===== config.mk =====
export PLATFORM = sky130hd
export DESIGN_NAME = idct_seq_ctrl
export DESIGN_NICKNAME = d
export VERILOG_FILES = /design/src/rtl/idct_ctrl_pkg.sv /design/src/rtl/idct_idx_cnt.sv /design/src/rtl/idct_seq_ctrl.sv
export SDC_FILE = /design/constraint.sdc
export NUM_CORES = 1
export LEC_CHECK = 0
export CAP_MARGIN = 20
export CORE_MARGIN = 2
export CORE_UTILIZATION = 48
export DETAILED_ROUTE_END_ITERATION = 7
export PLACE_DENSITY = 0.79
export REMOVE_ABC_BUFFERS = 1
export SETUP_SLACK_MARGIN = 0.02
export SYNTH_ARGS = -nofsm -noshare
export SYNTH_HDL_FRONTEND = slang
export SYNTH_HIERARCHICAL = 1
export SYNTH_SLANG_ARGS = --single-unit
export TNS_END_PERCENT = 20

===== constraint.sdc =====
create_clock -name clk -period 2.8 [get_ports clk]
set_input_delay 0.56 -clock clk [delete_from_list [all_inputs] [get_ports clk]]
set_output_delay 0.56 -clock clk [all_outputs]
set_load 0.02 [all_outputs]

===== src/rtl/idct_ctrl_pkg.sv =====
// rtl/idct_ctrl_pkg.sv - shared types and constants for the IDCT sequencing controller
package idct_ctrl_pkg;

    typedef enum logic [2:0] {
        ST_IDLE,
        ST_LOAD,
        ST_ROW_ISS,
        ST_ROW_WAIT,
        ST_COL_ISS,
        ST_COL_WAIT,
        ST_DRAIN
    } state_e;

    localparam logic [1:0] MODE_8X8 = 2'b01;
    localparam logic [1:0] MODE_4X4 = 2'b00;

    localparam int N8 = 8;
    localparam int N4 = 4;

    // Wide enough to hold 64 without wrapping.
    localparam int CNT_W = 7;

    function automatic logic mode_is_valid(input logic [1:0] m);
        return (m == MODE_8X8) || (m == MODE_4X4);
    endfunction

endpackage


===== src/rtl/idct_idx_cnt.sv =====
// rtl/idct_idx_cnt.sv - up counter with clear, increment and terminal count against a limit
module idct_idx_cnt
    import idct_ctrl_pkg::*;
#(
    parameter int W = CNT_W
) (
    input  logic         clk,
    input  logic         rst_n,
    input  logic         clr,
    input  logic         inc,
    input  logic [W-1:0] limit,
    output logic [W-1:0] count,
    output logic         last
);

    logic [W-1:0] count_q;
    logic [W-1:0] count_d;

    // Clear wins over increment.
    always_comb begin
        count_d = count_q;
        if (clr) begin
            count_d = '0;
        end else if (inc) begin
            count_d = count_q + W'(1);
        end
    end

    always_ff @(posedge clk or negedge rst_n) begin
        if (!rst_n) begin
            count_q <= '0;
        end else begin
            count_q <= count_d;
        end
    end

    assign count = count_q;
    assign last  = ((count_q + W'(1)) == limit);

endmodule


===== src/rtl/idct_seq_ctrl.sv =====
// rtl/idct_seq_ctrl.sv - load / row pass / column pass / drain sequencer for the IDCT datapath
module idct_seq_ctrl
    import idct_ctrl_pkg::*;
#(
    parameter int AW = 6,
    parameter int VW = 3
) (
    input  logic          clk,
    input  logic          rst_n,
    input  logic          start,
    input  logic [1:0]    mode,
    input  logic          in_valid,
    output logic          in_ready,
    output logic          coef_we,
    output logic [AW-1:0] coef_addr,
    output logic          dp_start,
    output logic          pass,
    output logic [VW-1:0] vec_idx,
    input  logic          dp_done,
    output logic          out_valid,
    input  logic          out_ready,
    output logic [AW-1:0] out_addr,
    output logic          busy,
    output logic          done,
    output logic          err
);

    localparam int VEC_W = VW + 1;

    localparam logic [CNT_W-1:0] BLK8 = CNT_W'(N8 * N8);
    localparam logic [CNT_W-1:0] BLK4 = CNT_W'(N4 * N4);
    localparam logic [VEC_W-1:0] VEC8 = VEC_W'(N8);
    localparam logic [VEC_W-1:0] VEC4 = VEC_W'(N4);

    state_e state_q, state_d;
    logic   n8_q, n8_d;
    logic   done_q, done_d;
    logic   err_q, err_d;

    logic             cnt_clr, cnt_inc, cnt_last;
    logic             vec_clr, vec_inc, vec_last;
    logic [CNT_W-1:0] cnt, cnt_lim;
    logic [VEC_W-1:0] vec, vec_lim;

    assign cnt_lim = n8_q ? BLK8 : BLK4;
    assign vec_lim = n8_q ? VEC8 : VEC4;

    idct_idx_cnt #(.W(CNT_W)) u_cnt (
        .clk   (clk),
        .rst_n (rst_n),
        .clr   (cnt_clr),
        .inc   (cnt_inc),
        .limit (cnt_lim),
        .count (cnt),
        .last  (cnt_last)
    );

    idct_idx_cnt #(.W(VEC_W)) u_vec (
        .clk   (clk),
        .rst_n (rst_n),
        .clr   (vec_clr),
        .inc   (vec_inc),
        .limit (vec_lim),
        .count (vec),
        .last  (vec_last)
    );

    always_comb begin
        state_d = state_q;
        n8_d    = n8_q;
        done_d  = 1'b0;
        err_d   = 1'b0;
        cnt_clr = 1'b0;
        cnt_inc = 1'b0;
        vec_clr = 1'b0;
        vec_inc = 1'b0;
        case (state_q)
            ST_IDLE: begin
                if (start) begin
                    if (mode_is_valid(mode)) begin
                        n8_d    = (mode == MODE_8X8);
                        cnt_clr = 1'b1;
                        vec_clr = 1'b1;
                        state_d = ST_LOAD;
                    end else begin
                        err_d = 1'b1;
                    end
                end
            end
            ST_LOAD: begin
                if (in_valid) begin
                    cnt_inc = 1'b1;
                    if (cnt_last) begin
                        vec_clr = 1'b1;
                        state_d = ST_ROW_ISS;
                    end
                end
            end
            // dp_done is only looked at in the WAIT states, never in ISS.
            ST_ROW_ISS: state_d = ST_ROW_WAIT;
            ST_ROW_WAIT: begin
                if (dp_done) begin
                    if (vec_last) begin
                        vec_clr = 1'b1;
                        state_d = ST_COL_ISS;
                    end else begin
                        vec_inc = 1'b1;
                        state_d = ST_ROW_ISS;
                    end
                end
            end
            ST_COL_ISS: state_d = ST_COL_WAIT;
            ST_COL_WAIT: begin
                if (dp_done) begin
                    if (vec_last) begin
                        vec_clr = 1'b1;
                        cnt_clr = 1'b1;
                        state_d = ST_DRAIN;
                    end else begin
                        vec_inc = 1'b1;
                        state_d = ST_COL_ISS;
                    end
                end
            end
            ST_DRAIN: begin
                if (out_ready) begin
                    cnt_inc = 1'b1;
                    if (cnt_last) begin
                        done_d  = 1'b1;
                        state_d = ST_IDLE;
                    end
                end
            end
            default: state_d = ST_IDLE;
        endcase
    end

    always_ff @(posedge clk or negedge rst_n) begin
        if (!rst_n) begin
            state_q <= ST_IDLE;
            n8_q    <= 1'b1;
            done_q  <= 1'b0;
            err_q   <= 1'b0;
        end else begin
            state_q <= state_d;
            n8_q    <= n8_d;
            done_q  <= done_d;
            err_q   <= err_d;
        end
    end

    assign in_ready  = (state_q == ST_LOAD);
    assign coef_we   = in_ready & in_valid;
    assign coef_addr = in_ready ? AW'(cnt) : '0;
    assign dp_start  = (state_q == ST_ROW_ISS) || (state_q == ST_COL_ISS);
    assign pass      = (state_q == ST_COL_ISS) || (state_q == ST_COL_WAIT);
    assign vec_idx   = VW'(vec);
    assign out_valid = (state_q == ST_DRAIN);
    assign out_addr  = out_valid ? AW'(cnt) : '0;
    assign busy      = (state_q != ST_IDLE);
    assign done      = done_q;
    assign err       = err_q;

endmodule


[After elaboration in Yosys (flattened, before gate mapping)]
Cells that the tools add are included.
Word-level totals
  register bits: 17
  input bits: 8
  output and inout bits: 23
  word-level logic and storage cells: 75
Cells by class
  equality and inequality tests: 17
  bitwise logic cells: 1
  add/sub/neg operators: 2
  reductions and logical operators: 11
  muxes and demuxes: 38
Operator list (number)
  $mux 3: 9
  $mux 7: 3
  $pmux 3 s7: 1
  $mux 1: 16
  $mux 4: 3
  $mux 6: 2
  $ne 2x2->1 const B: 5
  $eq 3x3->1 const B: 3
  $reduce_and 8->1: 1
  $add 7x1->7 const B: 1
  $eq 7x7->1: 1
  $eq 3x2->1 const B: 2
  $ne 2x1->1 const B: 3
  $add 4x1->4 const B: 1
  $eq 4x4->1: 1
  $pmux 1 s2: 2
  $reduce_bool 2->1: 2
  $eq 3x1->1 const B: 1
  $logic_not 3->1: 1
  $logic_or 1x1->1: 3
  $pmux 1 s3: 1
  $reduce_and 3->1: 1
  $reduce_bool 3->1: 1
  $eq 2x1->1 const B: 1
  4 further kinds: 4

[Depth between registers and ports, before layout]
Gate-level depths: netlist of run 1.
  word-level depth: 7
  mapped depth: 9
  depth with buffers taken out: 9

[Cells and area by module]
Netlist of run 1, hierarchy kept.
By module, submodules not included
  idct_seq_ctrl: sequential area each 151.4 um^2, times used 1, cells each 64, area an instance 510.5 um^2
  idct_idx_cnt (u_cnt): sequential area each 175.2 um^2, times used 1, cells each 51, area an instance 471.7 um^2
  idct_idx_cnt (u_vec): sequential area each 100.1 um^2, times used 1, cells each 23, area an instance 237.7 um^2

[Worst setup path before layout of run 1]
OpenSTA, ideal clock, no wires.
  path type: register -> register
  start point: register u_vec.count_q[0] (netlist: u_vec/count[0])
  end point: register u_cnt.count_q[0] (netlist: u_cnt/count[0])
  path slack: 0.418 ns
  library setup time: 0.147 ns
  data required time: 2.653 ns
  data arrival time: 2.235 ns
  cell stages (with the launch flop): 7
  period minus slack after synthesis: 2.382 ns
  path buffers: 0
  path through: dfrtp_1 ha_1 xor2_1 nor4_1 nand3_1 o31ai_1 nor2_1
On the way
  longest elaborated chain between the ends: 6
  elaborated cells on any way between the ends: 7
  classes of those cells: 1 x add/sub; 1 x eq/ne; 4 x mux; 1 x reduce/logical
RTL lines
  from (decl): RTL line idct_idx_cnt.sv:16  | logic [W-1:0] count_q;
  from (signal assigned): RTL line idct_idx_cnt.sv:33  | count_q <= count_d;
  $add 4x1->4 (*): RTL line idct_idx_cnt.sv:38  | assign last = ((count_q + W'(1)) == limit);
  $eq 4x4->1 (*): RTL line idct_idx_cnt.sv:38
  named net vec_last: RTL line idct_seq_ctrl.sv:41  | logic vec_clr, vec_inc, vec_last;
  $mux 1 (*): RTL line idct_seq_ctrl.sv:115  | if (vec_last) begin
  $mux 1 (*): RTL line idct_seq_ctrl.sv:114  | if (dp_done) begin
  $pmux 1 s2 (*): RTL line idct_seq_ctrl.sv:77  | case (state_q)
  named net cnt_clr: RTL line idct_seq_ctrl.sv:40  | logic cnt_clr, cnt_inc, cnt_last;
  $mux 7 / $reduce_bool 2->1 (equally long branches)
  to (signal assigned): RTL line idct_idx_cnt.sv:33
  to (decl): RTL line idct_idx_cnt.sv:16
The timed path passes the listed nets; every way through them passes the cells marked *.
A chain may end at the register's enable or synchronous reset.

[Worst setup path after layout of run 1]
  start point: register state_q[2]
  end point: output coef_we
On the way
  longest elaborated chain between the ends: 2
RTL lines
  from (decl): RTL line idct_seq_ctrl.sv:35  | state_e state_q, state_d;
  from (signal assigned): RTL line idct_seq_ctrl.sv:145  | state_q <= state_d;
  $eq 3x1->1: RTL line idct_seq_ctrl.sv:152  | assign in_ready = (state_q == ST_LOAD);
  $and 1x1->1: RTL line idct_seq_ctrl.sv:153  | assign coef_we = in_ready & in_valid;
  to (decl): RTL line idct_seq_ctrl.sv:14  | output logic coef_we,
No other way between the ends.

==> impl_table.tex, run 1 <==
\begin{tabular}{lr}
\hline
Metric & Value \\
\hline
\multicolumn{2}{l}{\textbf{Run status}} \\
Outcome & complete, no violations \\
\multicolumn{2}{l}{\textbf{Synthesis}} \\
Number of enable-type register cells in the synthesized netlist & 0 \\
Number of standard cells after synthesis & 138 \\
Seq/Total Area, Yosys & 0.350 \\
FFs w/ async S/R, synth & 1.00 \\
Area of the mapped netlist & 0.00122 mm2 \\
Distinct cells, synth & 37 \\
Average cell area after synthesis & 8.84 um2 \\
Top\_reg\_cell synth & dfrtp\_1 \\
Yosys warnings & 6 \\
Synthesized flop and latch total & 17 \\
\multicolumn{2}{l}{\textbf{Floorplan}} \\
Std-Cell Rows & 18 \\
Floorplan die area & 0.00296 mm2 \\
Initial cell density of the core & 0.502 \\
Area of the placeable core & 0.00243 mm2 \\
Ports placed on the boundary & 31 \\
Die outline height & 54.4 um \\
Die X-Extent & 54.4 um \\
\multicolumn{2}{l}{\textbf{Final layout}} \\
Most used cells in the layout excluding fill and tap cells & clkdlybuf4s50\_1, and2\_1, xnor2\_1, nor2\_1, dfrtp\_1 \\
Area Growth Syn to Fin & 31.6\% \\
Most common library cell in the layout ignoring fill and taps & clkdlybuf4s50\_1 \\
Count of antenna diodes in the layout & 0 \\
Area of combinational cells with multiple inputs & 778 um2 \\
Share of final-layout standard cells stronger than drive strength 1 & 0.0747 \\
Area used by sequential logic in the layout & 429 um2 \\
Count of filler cells inserted in the layout & 191 \\
Count of nets after finishing & 185 \\
Core occupancy in the finished layout & 0.660 \\
\multicolumn{2}{l}{\textbf{Worst setup path}} \\
Category of the most critical setup path & reg2out \\
Crit path capture type & output port \\
Launch point of the worst reg-to-reg path & u\_cnt/count[0] \\
Launching element of the worst setup path & state\_q[2] \\
Crit path launch type & flip-flop \\
Register-to-register path setup slack & 230 ps \\
Worst endpoint data arrival time & 2050 ps \\
Crit path max fanout & 9 \\
Worst Reg2Reg Path Length in Cells & 9 \\
Terminus of the critical flop-to-flop path & state\_q[1] \\
Required time of the worst setup path & 2240 ps \\
Last element of the critical path & coef\_we \\
\multicolumn{2}{l}{\textbf{Drt}} \\
DRT met1 WL & 1.22 mm \\
Drt first-iter violations & 28 \\
Amount of wire on met2 after detailed routing & 1.47 mm \\
Sum of routed wire length over all layers & 2.88 mm \\
Avg Vias per Cell & 5.25 \\
Overall via count from detail\_route & 1072 \\
Routed wl met3 & 136 um \\
Final routed DRC violation total & 0 \\
Highest metal layer used by the detailed router & met4 \\
Initial DRT Pass Iterations & 4 \\
Number of nets with antenna violations after detailed routing & 0 \\
Routed WL per cell & 14.1 um \\
\multicolumn{2}{l}{\textbf{Global route}} \\
Total global-route track usage & 0.220 \\
First-pass GRT wire length & 4.53 mm \\
GR Overflow Total & 0 \\
Pin count of the biggest net entering global routing & 18 \\
Number of antenna violations at the first check in global routing & 0 \\
Via count of the first global-routing pass & 973 \\
\multicolumn{2}{l}{\textbf{STA}} \\
Hold Fails Final Rpt & 0 \\
Headroom to the max-slew limit & 0.486 \\
Transition time at the pin with the least slew margin & 768 ps \\
Final setup TNS & 0 ps \\
Clock period minus worst slack & 2610 ps \\
Final-report setup violation count & 0 \\
Number of pins with negative max-slew slack in the final report & 0 \\
Ratio of final minimum period to clock period & 0.933 \\
Achievable frequency & 0.383 GHz \\
Post-route clock skew & 1.63 ps \\
RSZ-0062 raised after global routing & no \\
\multicolumn{2}{l}{\textbf{Placed design}} \\
Number of input and output port buffers inserted & 30 \\
GPL Wtd Cong & 0.818 \\
HPWL reported at the end of detailed placement & 2.25 mm \\
\multicolumn{2}{l}{\textbf{CTS}} \\
Number of hold buffers added after CTS & 0 \\
H-tree levels & 1 \\
Number of clock buffers inserted by TritonCTS & 3 \\
Number of cells upsized or downsized after cts & 1 \\
CTS tree & yes \\
Root Driver & clkbuf\_4 \\
Clock Sink Count & 17 \\
Number of buffers inserted to repair setup after CTS & 0 \\
Clock tree buffer depth & 2 \\
Reg clk slew, reported paths & 90 ps \\
Clk\_lat worst skew & 300 ps \\
\multicolumn{2}{l}{\textbf{Pwr}} \\
Total power per unit cell area & 829 mW/mm2 \\
Peak supply drop & 726 uV \\
Leakage power & 0.000668 uW \\
\multicolumn{2}{l}{\textbf{Flow run}} \\
Max-Cap Viols & 0 \\
\multicolumn{2}{l}{\textbf{Min path}} \\
Worst hold path type & reg2reg \\
\hline
\end{tabular}
through the flow:
step           instance area [um2]  total power, uW  hold WS [ps]  std cells  setup WS [ps]
3_5_place_dp                  1560             1190           567        200            223
2_1_floorplan                 1210              939           264        138            418
5_1_grt                       1610             1440           633        204           56.2
6_report                      1610             1330           584        204            187
3_3_place_gp                  1560             1140           546        200            366
4_1_cts                       1600             1330           591        204           85.7
layout make-up:
| cell class | count | area share |
|---|---|---|
| inverters | 5 | 0.0117 |
| repair buffers | 32 | 0.196 |
| flip-flops and latches | 17 | 0.267 |
| multi-input cells | 116 | 0.485 |
| clock buffers | 4 | 0.0164 |
| well taps | 30 | 0.0234 |
layer usage:
layer / global-route usage / vias up
met5: 0 / -
met4: 0.0917 / 0
met3: 0.0546 / 10
met2: 0.357 / 26
met1: 0.276 / 511
li1: - / 525
worst max-delay path, stage by stage, from the launching register on:
cell and delay, ps:
dfrtp_1 500, nor3b_4 380, and2_1 250, clkdlybuf4s50_1 630
report_power, final:
part / total (uW) / switching [uW] / leakage (uW) / internal, uW
clock network: 133 / 76.9 / 0.0000150 / 55.6
logic: 713 / 358 / 0.000438 / 355
registers: 485 / 155 / 0.000215 / 330
total: 1330 / 590 / 0.000668 / 740
how the worst min path moves through the flow:
stage	startpoint	depth (start not counted)	end	slack, ps
floorplan	rst_n	0	done	260
global placement	u_vec/count[3]	2	u_vec/count[3]	550
detailed placement	u_vec/count[3]	2	u_vec/count[3]	570
CTS	u_vec/count[3]	2	u_vec/count[3]	590
global route	u_vec/count[3]	2	u_vec/count[3]	630
finish	u_vec/count[3]	2	u_vec/count[3]	580
logic make-up (layout without fill, tap and decap cells):
group           count (synthesis)  after routing  share of synthesized area
compound gates                 11             11                     0.0677
xor+xnor                       26             26                      0.187
fa+ha+maj                       2              2                     0.0205
buf+inv                        11             41                     0.0410
flops                          17             17                      0.350
mux                             5              5                     0.0431
other cells                     1              7                    0.00307
simple gates                   65             65                      0.288
state kept, by name (all words and copies together), names as in the netlist:
signal	cells
u_cnt/count	7
u_vec/count	4
state_q	3
done	1
err	1
n8_q	1
Yosys cell counts (all sizes together) (3+ instances only):
cell type | n | area, um2
mux2i | 3 | 30.0
nand2 | 11 | 41.3
xor2 | 11 | 96.3
and2 | 15 | 93.8
inv | 5 | 18.8
dfrtp | 16 | 400
nand4 | 5 | 31.3
nand3 | 7 | 35.0
xnor2 | 15 | 131
buf | 4 | 22.5
nor2 | 14 | 52.6
(Power assumes the default switching activity.)
==> run 2: changes to the inputs <==
--- a/config.mk
+++ b/config.mk
@@ -6,10 +6,10 @@
 export NUM_CORES = 1
 export LEC_CHECK = 0
 export CAP_MARGIN = 20
+export CORE_ASPECT_RATIO = 1.1
 export CORE_MARGIN = 2
-export CORE_UTILIZATION = 48
+export CORE_UTILIZATION = 35
 export DETAILED_ROUTE_END_ITERATION = 7
-export PLACE_DENSITY = 0.79
 export REMOVE_ABC_BUFFERS = 1
 export SETUP_SLACK_MARGIN = 0.02
 export SYNTH_ARGS = -nofsm -noshare
==> run 2 against run 1 <==
  * Design area up 1.0%
  * Register-to-register slack better by 30 ps
  * Setup slack better by 34 ps
  * First-iteration DRC count up 39%
  * Clock skew up 2.1 ps
  * Via count up 1.9%
  * Sequential cell count unchanged
  * Final cell count up 9.3%
  * Critical path depth unchanged
  * Clock power about the same
  * Hold slack better by 3.8 ps
==> impl_table.tex, run 2 (synthesis gave the netlist of run 1 again) <==
\begin{tabular}{lr}
\hline
Metric & Value \\
\hline
\multicolumn{2}{l}{\textbf{STA}} \\
Final setup TNS & 0 ps \\
Clock period minus worst slack & 2580 ps \\
Post-route clock skew & 3.76 ps \\
Number of pins with negative max-slew slack in the final report & 0 \\
Transition time at the pin with the least slew margin & 821 ps \\
Ratio of final minimum period to clock period & 0.921 \\
Final-report setup violation count & 0 \\
RSZ-0062 raised after global routing & no \\
Headroom to the max-slew limit & 0.451 \\
Achievable frequency & 0.388 GHz \\
Hold Fails Final Rpt & 0 \\
\multicolumn{2}{l}{\textbf{CTS}} \\
Clock Sink Count & 17 \\
Number of buffers inserted to repair setup after CTS & 0 \\
Clk\_lat worst skew & 290 ps \\
Root Driver & clkbuf\_4 \\
Number of clock buffers inserted by TritonCTS & 3 \\
CTS tree & yes \\
H-tree levels & 1 \\
Reg clk slew, reported paths & 110 ps \\
Clock tree buffer depth & 2 \\
\multicolumn{2}{l}{\textbf{Floorplan}} \\
Die X-Extent & 60.3 um \\
Ports placed on the boundary & 31 \\
Initial cell density of the core & 0.366 \\
Floorplan die area & 0.00397 mm2 \\
Std-Cell Rows & 22 \\
Die outline height & 65.9 um \\
Area of the placeable core & 0.00333 mm2 \\
\multicolumn{2}{l}{\textbf{Global route}} \\
GR Overflow Total & 0 \\
Pin count of the biggest net entering global routing & 18 \\
Total global-route track usage & 0.161 \\
Via count of the first global-routing pass & 1103 \\
Number of antenna violations at the first check in global routing & 0 \\
First-pass GRT wire length & 4.97 mm \\
\multicolumn{2}{l}{\textbf{Min path}} \\
Worst hold path type & reg2reg \\
\multicolumn{2}{l}{\textbf{Worst setup path}} \\
Crit path capture type & output port \\
Category of the most critical setup path & reg2out \\
Required time of the worst setup path & 2240 ps \\
Crit path launch type & flip-flop \\
Worst endpoint data arrival time & 2020 ps \\
Crit path max fanout & 15 \\
\multicolumn{2}{l}{\textbf{Drt}} \\
DRT met1 WL & 1.40 mm \\
Avg Vias per Cell & 4.90 \\
Highest metal layer used by the detailed router & met4 \\
Sum of routed wire length over all layers & 2.92 mm \\
Number of nets with antenna violations after detailed routing & 0 \\
Routed WL per cell & 13.1 um \\
Initial DRT Pass Iterations & 4 \\
Overall via count from detail\_route & 1092 \\
Routed wl met3 & 77 um \\
Final routed DRC violation total & 0 \\
Drt first-iter violations & 39 \\
Amount of wire on met2 after detailed routing & 1.41 mm \\
\multicolumn{2}{l}{\textbf{Run status}} \\
Outcome & complete, no violations \\
\multicolumn{2}{l}{\textbf{Final layout}} \\
Max FFs per register & 7 \\
Count of antenna diodes in the layout & 0 \\
Most used cells in the layout excluding fill and tap cells & clkdlybuf4s50\_1, and2\_1, dfrtp\_1, xnor2\_1, nor2\_1 \\
Most common library cell in the layout ignoring fill and taps & clkdlybuf4s50\_1 \\
Count of nets after finishing & 186 \\
Share of final-layout standard cells stronger than drive strength 1 & 0.0686 \\
Area Growth Syn to Fin & 32.9\% \\
Final design area excluding fillers & 0.00162 mm2 \\
\multicolumn{2}{l}{\textbf{Pwr}} \\
Switching Power & 574 uW \\
Fraction of power consumed by combinational cells & 0.546 \\
Peak supply drop & 304 uV \\
Register share of total power & 0.351 \\
Switching power share of the total & 0.438 \\
Clock Power Share & 0.104 \\
Cell-internal power & 736 uW \\
Leakage power & 0.000673 uW \\
Total power per unit cell area & 808 mW/mm2 \\
\multicolumn{2}{l}{\textbf{Placed design}} \\
Post-Place Cell Area & 0.00159 mm2 \\
Number of input and output port buffers inserted & 30 \\
HPWL reported at the end of detailed placement & 2.14 mm \\
GPL Wtd Cong & 0.887 \\
\multicolumn{2}{l}{\textbf{Flow run}} \\
Max-Cap Viols & 0 \\
\hline
\end{tabular}
[run 2: cell count changes in the layout (fill, tap and decap cells not counted), sizes merged]
cell / delta
buf: +1
[run 2: metrics by stage]
| step | setup WS, ps | util | hold slack (ps) | cells | power, uW |
|---|---|---|---|---|---|
| 4_1_cts | 61.0 | 0.486 | 588 | 223 | 1320 |
| 5_1_grt | 39.7 | 0.487 | 631 | 223 | 1440 |
| 3_3_place_gp | 351 | 0.479 | 544 | 219 | 1160 |
| 6_report | 221 | 0.487 | 588 | 223 | 1310 |
| 2_1_floorplan | 418 | - | 264 | 138 | 939 |
| 3_5_place_dp | 267 | 0.479 | 558 | 219 | 1170 |
[run 2: final timing paths]
check	start	end	slack (ps)	depth (start not counted)
worst max-delay path	state_q[1]	out_addr[0]	220	3
worst min-delay path	u_vec/count[3]	u_vec/count[3]	590	2
worst max register to register	u_cnt/count[0]	state_q[1]	260	9
worst min register to register	u_vec/count[3]	u_vec/count[3]	590	2
max in group asynchronous	rst_n	state_q[1]	1510	1
min in group asynchronous	rst_n	done	730	1
[run 2: final cells by class]
class / count / area, um2
multi-input combinational: 116 / 766
sequential: 17 / 428
timing repair buffer: 33 / 323
clock buffer: 4 / 26.3
tap: 48 / 60.1
fill: 322 / 1710
inverter: 5 / 18.8
[run 2: routing by layer]
layer / up-vias / global-route usage
li1: 526 / -
met1: 535 / 0.216
met2: 27 / 0.270
met3: 4 / 0.0215
met4: 0 / 0.0361
met5: - / 0
[run 2: critical path: stages, from the launching register on]
cell             delay (ps)
dfrtp_2                 520
and3b_1                 410
and2_1                  190
clkdlybuf4s50_1         610
[run 2: what timing repair did]
| action | in CTS | in global routing |
|---|---|---|
| setup endpoints to repair | 0 | 6 |
| gates resized for setup | 0 | 1 |
| hold buffers | 0 | 0 |
| endpoints found under the hold margin | 0 | 0 |
[run 2: power by group through the flow]
stage | Clock, uW | Combinational (uW) | Sequential [uW]
2_1_floorplan | 0 | 466 | 473
3_3_place_gp | 0 | 696 | 461
3_5_place_dp | 0 | 710 | 465
4_1_cts | 143 | 717 | 460
5_1_grt | 154 | 802 | 480
6_report | 136 | 715 | 459
